===== config.mk =====
export PLATFORM = sky130hd
export DESIGN_NAME = stopwatch_core
export DESIGN_NICKNAME = d
export VERILOG_FILES = /design/src/rtl/stopwatch_pkg.sv /design/src/rtl/mod_counter.sv /design/src/rtl/stopwatch_core.sv
export SDC_FILE = /design/constraint.sdc
export NUM_CORES = 1
export LEC_CHECK = 0
export BUFFER_PORTS_ARGS = -buffer_cell sky130_fd_sc_hd__buf_4
export CORE_UTILIZATION = 50
export CTS_CLUSTER_DIAMETER = 120
export DETAILED_ROUTE_END_ITERATION = 10
export GPL_ROUTABILITY_DRIVEN = 0
export HOLD_SLACK_MARGIN = 0.06
export PLACE_DENSITY = 0.71
export SLEW_MARGIN = 10
export SYNTH_ARGS = -nofsm -noshare
export SYNTH_HDL_FRONTEND = slang
export SYNTH_HIERARCHICAL = 1
export SYNTH_SLANG_ARGS = --single-unit
export TNS_END_PERCENT = 100

===== constraint.sdc =====
create_clock -name clk -period 4.76 [get_ports clk]
set_input_delay 0.476 -clock clk [delete_from_list [all_inputs] [get_ports clk]]
set_output_delay 0.476 -clock clk [all_outputs]
set_load 0.02 [all_outputs]

===== src/rtl/stopwatch_pkg.sv =====
// Shared types and constants for the stopwatch timekeeping stage.
package stopwatch_pkg;
    localparam int FIELD_W     = 6;
    localparam int DEF_MAX_MIN = 59;
    localparam int DEF_MAX_SEC = 59;

    typedef enum logic [1:0] {
        PAUSED  = 2'd0,
        RUNNING = 2'd1,
        ADJUST  = 2'd2
    } state_t;
endpackage


===== src/rtl/mod_counter.sv =====
// Modulo-(MAX+1) field counter; synchronous clear beats increment.
module mod_counter
    import stopwatch_pkg::*;
#(
    parameter int MAX = DEF_MAX_SEC
) (
    input  logic               clk,
    input  logic               rst,
    input  logic               clr,
    input  logic               inc,
    output logic [FIELD_W-1:0] q,
    output logic               at_max
);
    localparam logic [FIELD_W-1:0] MAX_Q = FIELD_W'(MAX);

    logic [FIELD_W-1:0] r_q;

    always_ff @(posedge clk or negedge rst) begin
        if (!rst) begin
            r_q <= '0;
        end else if (clr) begin
            r_q <= '0;
        end else if (inc) begin
            r_q <= (r_q == MAX_Q) ? '0 : r_q + 1'b1;
        end
    end

    assign q      = r_q;
    assign at_max = (r_q == MAX_Q);
endmodule


===== src/rtl/stopwatch_core.sv =====
// Minutes:seconds stopwatch with run/pause, clear and per-field adjust mode.
module stopwatch_core
    import stopwatch_pkg::*;
#(
    parameter int MAX_MIN = DEF_MAX_MIN,
    parameter int MAX_SEC = DEF_MAX_SEC
) (
    input  logic               clk,
    input  logic               rst,
    input  logic               tick_1hz,
    input  logic               tick_2hz,
    input  logic               btn_pause,
    input  logic               btn_clear,
    input  logic               adj,
    input  logic               sel,
    output logic [FIELD_W-1:0] minutes,
    output logic [FIELD_W-1:0] seconds,
    output logic               blink,
    output logic               wrap
);
    state_t r_state;
    state_t w_state_nxt;
    logic   r_pause_prev;
    logic   r_clear_prev;
    logic   r_blink;
    logic   r_wrap;
    logic   w_pause_edge;
    logic   w_clear_edge;
    logic   w_sec_inc;
    logic   w_min_inc;
    logic   w_sec_max;
    logic   w_min_max;
    logic   w_blink_nxt;
    logic   w_wrap_nxt;

    assign w_pause_edge = btn_pause & ~r_pause_prev;
    assign w_clear_edge = btn_clear & ~r_clear_prev;

    // prev registers reset high so a button held through reset is not an edge
    always_ff @(posedge clk or negedge rst) begin
        if (!rst) begin
            r_state      <= PAUSED;
            r_pause_prev <= 1'b1;
            r_clear_prev <= 1'b1;
            r_blink      <= 1'b0;
            r_wrap       <= 1'b0;
        end else begin
            r_state      <= w_state_nxt;
            r_pause_prev <= btn_pause;
            r_clear_prev <= btn_clear;
            r_blink      <= w_blink_nxt;
            r_wrap       <= w_wrap_nxt;
        end
    end

    always_comb begin
        w_state_nxt = r_state;
        w_sec_inc   = 1'b0;
        w_min_inc   = 1'b0;
        w_blink_nxt = r_blink;
        w_wrap_nxt  = 1'b0;

        if (adj) begin
            w_state_nxt = ADJUST;
        end else if (r_state == ADJUST) begin
            w_state_nxt = PAUSED;
        end else if (w_pause_edge) begin
            w_state_nxt = (r_state == PAUSED) ? RUNNING : PAUSED;
        end

        // Ticks act on the current state; a clear edge drops them entirely
        case (r_state)
            RUNNING: begin
                if (tick_1hz) begin
                    w_sec_inc  = 1'b1;
                    w_min_inc  = w_sec_max;
                    w_wrap_nxt = w_sec_max & w_min_max & ~w_clear_edge;
                end
            end
            ADJUST: begin
                if (tick_2hz) begin
                    w_sec_inc = ~sel;
                    w_min_inc = sel;
                    if (!w_clear_edge) begin
                        w_blink_nxt = ~r_blink;
                    end
                end
            end
            default: begin
            end
        endcase

        if (w_state_nxt != ADJUST || r_state != ADJUST) begin
            w_blink_nxt = 1'b0;
        end
    end

    mod_counter #(.MAX(MAX_SEC)) u_sec (
        .clk    (clk),
        .rst    (rst),
        .clr    (w_clear_edge),
        .inc    (w_sec_inc),
        .q      (seconds),
        .at_max (w_sec_max)
    );

    mod_counter #(.MAX(MAX_MIN)) u_min (
        .clk    (clk),
        .rst    (rst),
        .clr    (w_clear_edge),
        .inc    (w_min_inc),
        .q      (minutes),
        .at_max (w_min_max)
    );

    assign blink = r_blink;
    assign wrap  = r_wrap;
endmodule


==> results of run 1 <==
-- how the worst min path moves through the flow --
stage	from	end	slack, ps	cells past startpoint
after floorplan	rst	blink	180	0
after global placement	rst	u_sec/q[4]	360	1
after detailed placement	rst	u_sec/q[5]	360	1
after CTS	btn_pause	r_pause_prev	290	1
after global routing	btn_pause	r_pause_prev	280	1
final	btn_pause	r_pause_prev	300	1
-- metal layers --
metal | vias to the layer above | GRT usage (%)
met5 | - | 0
met4 | 0 | 8.82
met3 | 2 | 2.35
met2 | 21 | 30.0
met1 | 394 | 28.9
li1 | 422 | -
-- metrics by stage --
step / worst slack [ps] / std cells / util [%] / power (mW) / hold slack (ps)
6_report: 2160 / 152 / 66.9 / 0.295 / 304
5_1_grt: 1920 / 152 / 66.9 / 0.310 / 284
4_1_cts: 2180 / 152 / 66.9 / 0.300 / 289
3_5_place_dp: 2200 / 148 / 65.1 / 0.226 / 361
3_3_place_gp: 2360 / 148 / 65.1 / 0.224 / 358
2_1_floorplan: 2760 / 104 / - / 0.202 / 180
-- flip-flops by register name, indices dropped and copies added, names as in the netlist --
| name | cells |
|---|---|
| u_sec/q | 6 |
| wrap | 1 |
| blink | 1 |
| r_pause_prev | 1 |
| r_state | 2 |
| u_min/q | 6 |
| r_clear_prev | 1 |
-- Yosys cell counts --
master and count:
nor2_1 6, nand3_2 2, dfstp_2 2, o2111ai_1 2
nand3_1 6, o21ai_0 1, a21oi_1 7, buf_2 2
ha_1 5, o31ai_1 1, or3_1 1, a31o_2 1
nand4_1 2, a21boi_0 1, or2_0 2, mux2i_1 2
o22ai_1 2, nor2b_4 1, o211ai_1 2, and2_1 1
nand2_1 13, nor3b_1 1, dfrtp_1 16, nand3b_1 1
a31oi_1 2, a211oi_1 1, or3b_1 4, o21ai_1 2
nand2b_1 9, or4_1 2, inv_1 4
-- worst max-delay path, delay by kind of cell (launching register included) --
family | cells | cell delay, ps
AOI/OAI and AO/OA | 2 | 840
adders and majority gates | 1 | 240
DFF | 1 | 440
and+or+nand+nor | 5 | 1010
-- power by group through the flow --
| stage | Combinational, mW | Clock, mW | Sequential [mW] |
|---|---|---|---|
| global route | 0.0558 | 0.0810 | 0.174 |
| global placement | 0.0501 | 0 | 0.174 |
| detailed placement | 0.0506 | 0 | 0.175 |
| CTS | 0.0515 | 0.0768 | 0.172 |
| floorplan | 0.0214 | 0 | 0.181 |
| finish | 0.0507 | 0.0721 | 0.172 |
-- cells by family (layout without fill, tap and decap cells) --
group / count (synthesis) / in the layout
buffers and inverters: 6 / 29
AND/OR/NAND/NOR: 51 / 51
adder cells (fa/ha/maj): 5 / 5
AO/OA/AOI/OAI: 22 / 22
multiplexers: 2 / 2
flip-flops: 18 / 18
-- cells in the final DEF (no fill, tap or decap), types with 2 or more instances in the layout --
cell and count:
o211ai_1 2, nand4_1 2, nand2_1 13, nor2_1 6, o2111ai_1 2, clkbuf_4 3, buf_4 21, mux2i_1 2
nand3_2 2, a31oi_1 2, or4_1 2, nand3_1 6, or3b_1 4, dfstp_2 2, a21oi_1 7, nand2b_1 9
or2_0 2, o22ai_1 2, dfrtp_1 16, inv_1 4, ha_1 5, o21ai_1 2
-- final cells by class --
type,count,area (um^2),share of cell area [%]
multi-input combinational,80,515,42.8
tap,25,31.3,2.60
sequential,18,453,37.6
clock buffer,3,22.5,1.87
inverter,4,15.0,1.25
timing repair buffer,22,168,13.9
-- repair_timing --
| action | 4_1_cts | 5_1_grt |
|---|---|---|
| hold buffers | 1 | 0 |
| endpoints found under the hold margin | 16 | 0 |
| resized for setup | 0 | 0 |
==> results.ini, run 1 <==
[status]
status = completed

[synthesis]
syn_area_um2 = 993
ys_top_cells_by_area = dfrtp_1 40%, ha_1 6.3%, nand2b_1 5.7%
synth_compound_area_share_pct = 14.0
synth_xor_area_share_pct = 0
ys_ff_latch = 18
synth.area.mux_share_pct = 2.02
syn-num-nets = 117
yosysWarnings = 6
synthAdderAreaFrac_pct = 6.30
post_synth_and_or_nand_nor_area_fraction_pct = 29.6
synth_top_family_by_area = simple AND/OR/NAND/NOR gates
synthCells = 104
synth_top_area_share_pct = 40.3
syn_avg_cell_area_um2 = 9.55
yosysSeqAreaShare_pct = 45.6
ys_types = 31
synth_area_leader_cell = dfrtp_1

[floorplanning]
dieArea_mm2 = 0.00217
core_mm2 = 0.00180
fp.dieW_um = 46.6
initial_core_util_pct = 55.1
die_h_um = 46.6
boundaryPins = 22
rows = 15

[pwr]
clockPowerShare_pct = 24.5
pwr-share-seq_pct = 58.3
powerDensity_mw_per_mm2 = 245
switching_share_pct = 27.5
p_switching_mw = 0.0809
p_leak_nw = 0.517
combPwrFrac_pct = 17.2
power.internal_mw = 0.214
ir_worst_vdd_uv = 190

[clocking]
cts_inserted_buffers = 3
clk_latency_ps = 280
clk_pin_slew_ps = 100
root_buffer = clkbuf_4
cts_tree = built
clockBufferDepth = 2
htree_levels = 1
cts_setup_buffers = 0
cts.sinks = 18

[timing]
skew_ps = 5.23
fin_crit_sh_pct = 54.6
grt_setup_unrepaired = false
worst_pin_slew_ps = 938
slew_headroom_pct = 36.9
achievable-frequency_mhz = 385
setup_tns_ps = 0
fin_crit_ps = 2600
setup_viol = 0
hold_viol = 0
finalMaxSlewViolations = 0

[placement]
io_buffers = 21
dpl_cell_area_mm2 = 0.00117
hpwl_um = 1380

[detailed_routing]
wl_met3_um = 73
dr.pass1.iters = 4
wl_met1_um = 924
wl_per_cell_um = 12.5
route.detailed.drc = 0
highest_layer = met4
route.met2.wl_um = 886
ant_nets = 0
num_vias = 839
drtIter0Drc = 22
vias_per_cell = 5.52
drt-total-wl_um = 1900

[worst_setup_path]
start_kind = flip-flop
critPathMaxStageDelay_ps = 740
crit_required_ps = 4970
crit_top_cell = nand3_1
rr_startpoint = u_sec/q[0]
path_class = flip-flop to flip-flop
crit_slowest_cell = a21boi_0
rrSetupSlack_ps = 2160
path_cells = ha_1 > nand2b_1 > nor2_1 > nand3_1 > a21boi_0 > nand3_1 > or4_1 > o21ai_1
worstPathArrival_ps = 2810
startpoint = u_sec/q[0]
rr_worst_depth = 8
cp-end-kind = flip-flop
cp_max_fo = 9
rr_endpoint = u_min/q[5]
crit_path_end = u_min/q[5]

[run]
maxCapViolations = 0

[global_routing]
grt.total_usage_pct = 20.1
grt_overflow = 0
grt_max_degree = 20
antenna_found_initial = 0
grt_pass1_wl_um = 3090
grt_pass1_vias = 718

[cells_and_area]
drive_gt1_share_pct = 23.6
final_net_count = 142
syn2layout_area_growth_pct = 21.3
fillers = 167
diodes = 0
stdcell_area_mm2 = 0.00120

[min_path]
min_path_type = input pin to flip-flop

Note: power is estimated with default switching activity, not from simulation.
==> run 2: changes to the inputs <==
==> constraint.sdc (replaced) <==
create_clock -name clk -period 2.5 [get_ports clk]
set_input_delay 0.25 -clock clk [delete_from_list [all_inputs] [get_ports clk]]
set_output_delay 0.25 -clock clk [all_outputs]
set_load 0.02 [all_outputs]
==> results.ini, run 2 (synthesis results as in run 1) <==
[timing]
achievable-frequency_mhz = 485  ; +26%
setup_viol = 0  ; unchanged
worst_pin_slew_ps = 366  ; -571 ps
grt_setup_unrepaired = false
fin_crit_sh_pct = 82.5  ; +28 points
hold_viol = 0  ; unchanged
fin_crit_ps = 2060  ; -535 ps
skew_ps = 7.50  ; +2.27 ps
setup_tns_ps = 0  ; unchanged
slew_headroom_pct = 75.5  ; +39 points
finalMaxSlewViolations = 0  ; unchanged

[worst_setup_path]
rr_startpoint = u_sec/q[0]
cp_max_fo = 9  ; unchanged
worstPathArrival_ps = 2280  ; -530 ps
crit_required_ps = 2710  ; -2260 ps
path_buf_inv = 1  ; +1
start_kind = flip-flop
cp-end-kind = flip-flop
startpoint = u_sec/q[0]
path_cells = ha_1 > nand2b_1 > nor2_1 > nand3_1 > a21boi_0 > buf_4 > nand3_1 > or4_1 > o21ai_1
critPathMaxStageDelay_ps = 440  ; -300 ps
crit_family = simple AND/OR/NAND/NOR gates
crit_slowest_cell = dfrtp_1
crit_top_cell = nand3_1
path_class = flip-flop to flip-flop

[cells_and_area]
syn2layout_area_growth_pct = 24.4
fillers = 161  ; -3.6%
stdcell_area_mm2 = 0.00124  ; +2.6%
final_net_count = 145  ; +2.1%
final_cell_mix = 22 x buf_4, 16 x dfrtp_1, 13 x nand2_1, 9 x nand2b_1, 7 x a21oi_1
final_common_cell = buf_4
drive_gt1_share_pct = 23.7  ; +0.042 points
diodes = 0  ; unchanged

[floorplanning]
die_h_um = 46.6  ; unchanged
rows = 15  ; unchanged
dieArea_mm2 = 0.00217  ; unchanged
boundaryPins = 22  ; unchanged
core_mm2 = 0.00180  ; unchanged
fp.dieW_um = 46.6  ; unchanged
initial_core_util_pct = 55.1  ; unchanged

[detailed_routing]
wl_per_cell_um = 12.1  ; -2.7%
ant_nets = 0  ; unchanged
drtIter0Drc = 16  ; -27%
dr.pass1.iters = 4  ; unchanged
route.detailed.drc = 0  ; unchanged
drt-total-wl_um = 1890  ; -0.16%
num_vias = 852  ; +1.5%
vias_per_cell = 5.46  ; -1.1%

[clocking]
cts_tree = built
hold_buffers = 1  ; unchanged
clk_pin_slew_ps = 100  ; about the same
cts_setup_buffers = 0  ; unchanged
cts.sinks = 18  ; unchanged
root_buffer = clkbuf_4
cts_resized = 0  ; unchanged
clk_latency_ps = 290  ; about the same
htree_levels = 1  ; unchanged
cts_inserted_buffers = 3  ; unchanged
clockBufferDepth = 2  ; unchanged

[global_routing]
antenna_found_initial = 0  ; unchanged
grt_overflow = 0  ; unchanged
grt.total_usage_pct = 20.9  ; +0.79 points
grt_pass1_vias = 769  ; +7.1%
grt_pass1_wl_um = 3220  ; +4.2%
grt_max_degree = 20  ; unchanged

[pwr]
p_leak_nw = 0.531  ; +2.9%
powerDensity_mw_per_mm2 = 465  ; +90%
ir_worst_vdd_uv = 318  ; +67%

[status]
status = completed

[min_path]
min_path_type = input pin to flip-flop
hold_start = adj

[placement]
dpl_cell_area_mm2 = 0.00118  ; +0.64%
io_buffers = 21  ; unchanged
hpwl_um = 1390  ; +1.0%

[run]
maxCapViolations = 0  ; unchanged

[run 2: worst paths after layout]
check | to | slack, ps | depth (start not counted)
worst max-delay path | u_min/q[5] | 440 | 9
worst min-delay path | r_state[0] | 140 | 2
worst max register to register | u_min/q[5] | 440 | 9
worst min register to register | r_state[1] | 560 | 1
max in group asynchronous | r_pause_prev | 1880 | 2
min in group asynchronous | u_sec/q[4] | 350 | 2
[run 2: through the flow]
stage,instances,worst slack (ps),util (%),hold WS [ps],total power [mW]
2_1_floorplan,104,500,-,-45.6,0.385
3_3_place_gp,149,561,65.5,131,0.428
3_5_place_dp,149,468,65.5,130,0.431
4_1_cts,154,459,67.5,68.8,0.579
5_1_grt,156,267,68.6,117,0.611
6_report,156,436,68.6,135,0.575
[run 2: metal layers]
metal,global-route usage [%],share of wire [%],routed length (um),up-vias
met2,33.3,46,864,15
met4,8.82,0.69,13,0
met1,27.6,50,954,407
met5,0,0,0,-
met3,3.53,3.3,62,2
li1,-,-,-,428
[run 2: worst register-to-register path, stage by stage (launching register included)]
cell and delay (ps):
dfrtp_1 440, ha_1 240, nand2b_1 110, nor2_1 160
nand3_1 110, a21boi_0 180, buf_4 190, nand3_1 100
or4_1 400, o21ai_1 80
[run 2: final cells by class]
type	count	area, um^2	area share, %
Clock buffer	4	26.3	2.13
Inverter	4	15.0	1.21
Multi-Input combinational cell	80	515	41.7
Sequential cell	18	453	36.6
Tap cell	25	31.3	2.53
Timing Repair Buffer	25	195	15.8
[run 2: power breakdown]
group | switching, mW | internal [mW] | total (mW)
combinational | 0.0528 | 0.0472 | 0.100
clock | 0.0860 | 0.0619 | 0.148
sequential | 0.0198 | 0.307 | 0.327
total | 0.159 | 0.416 | 0.575
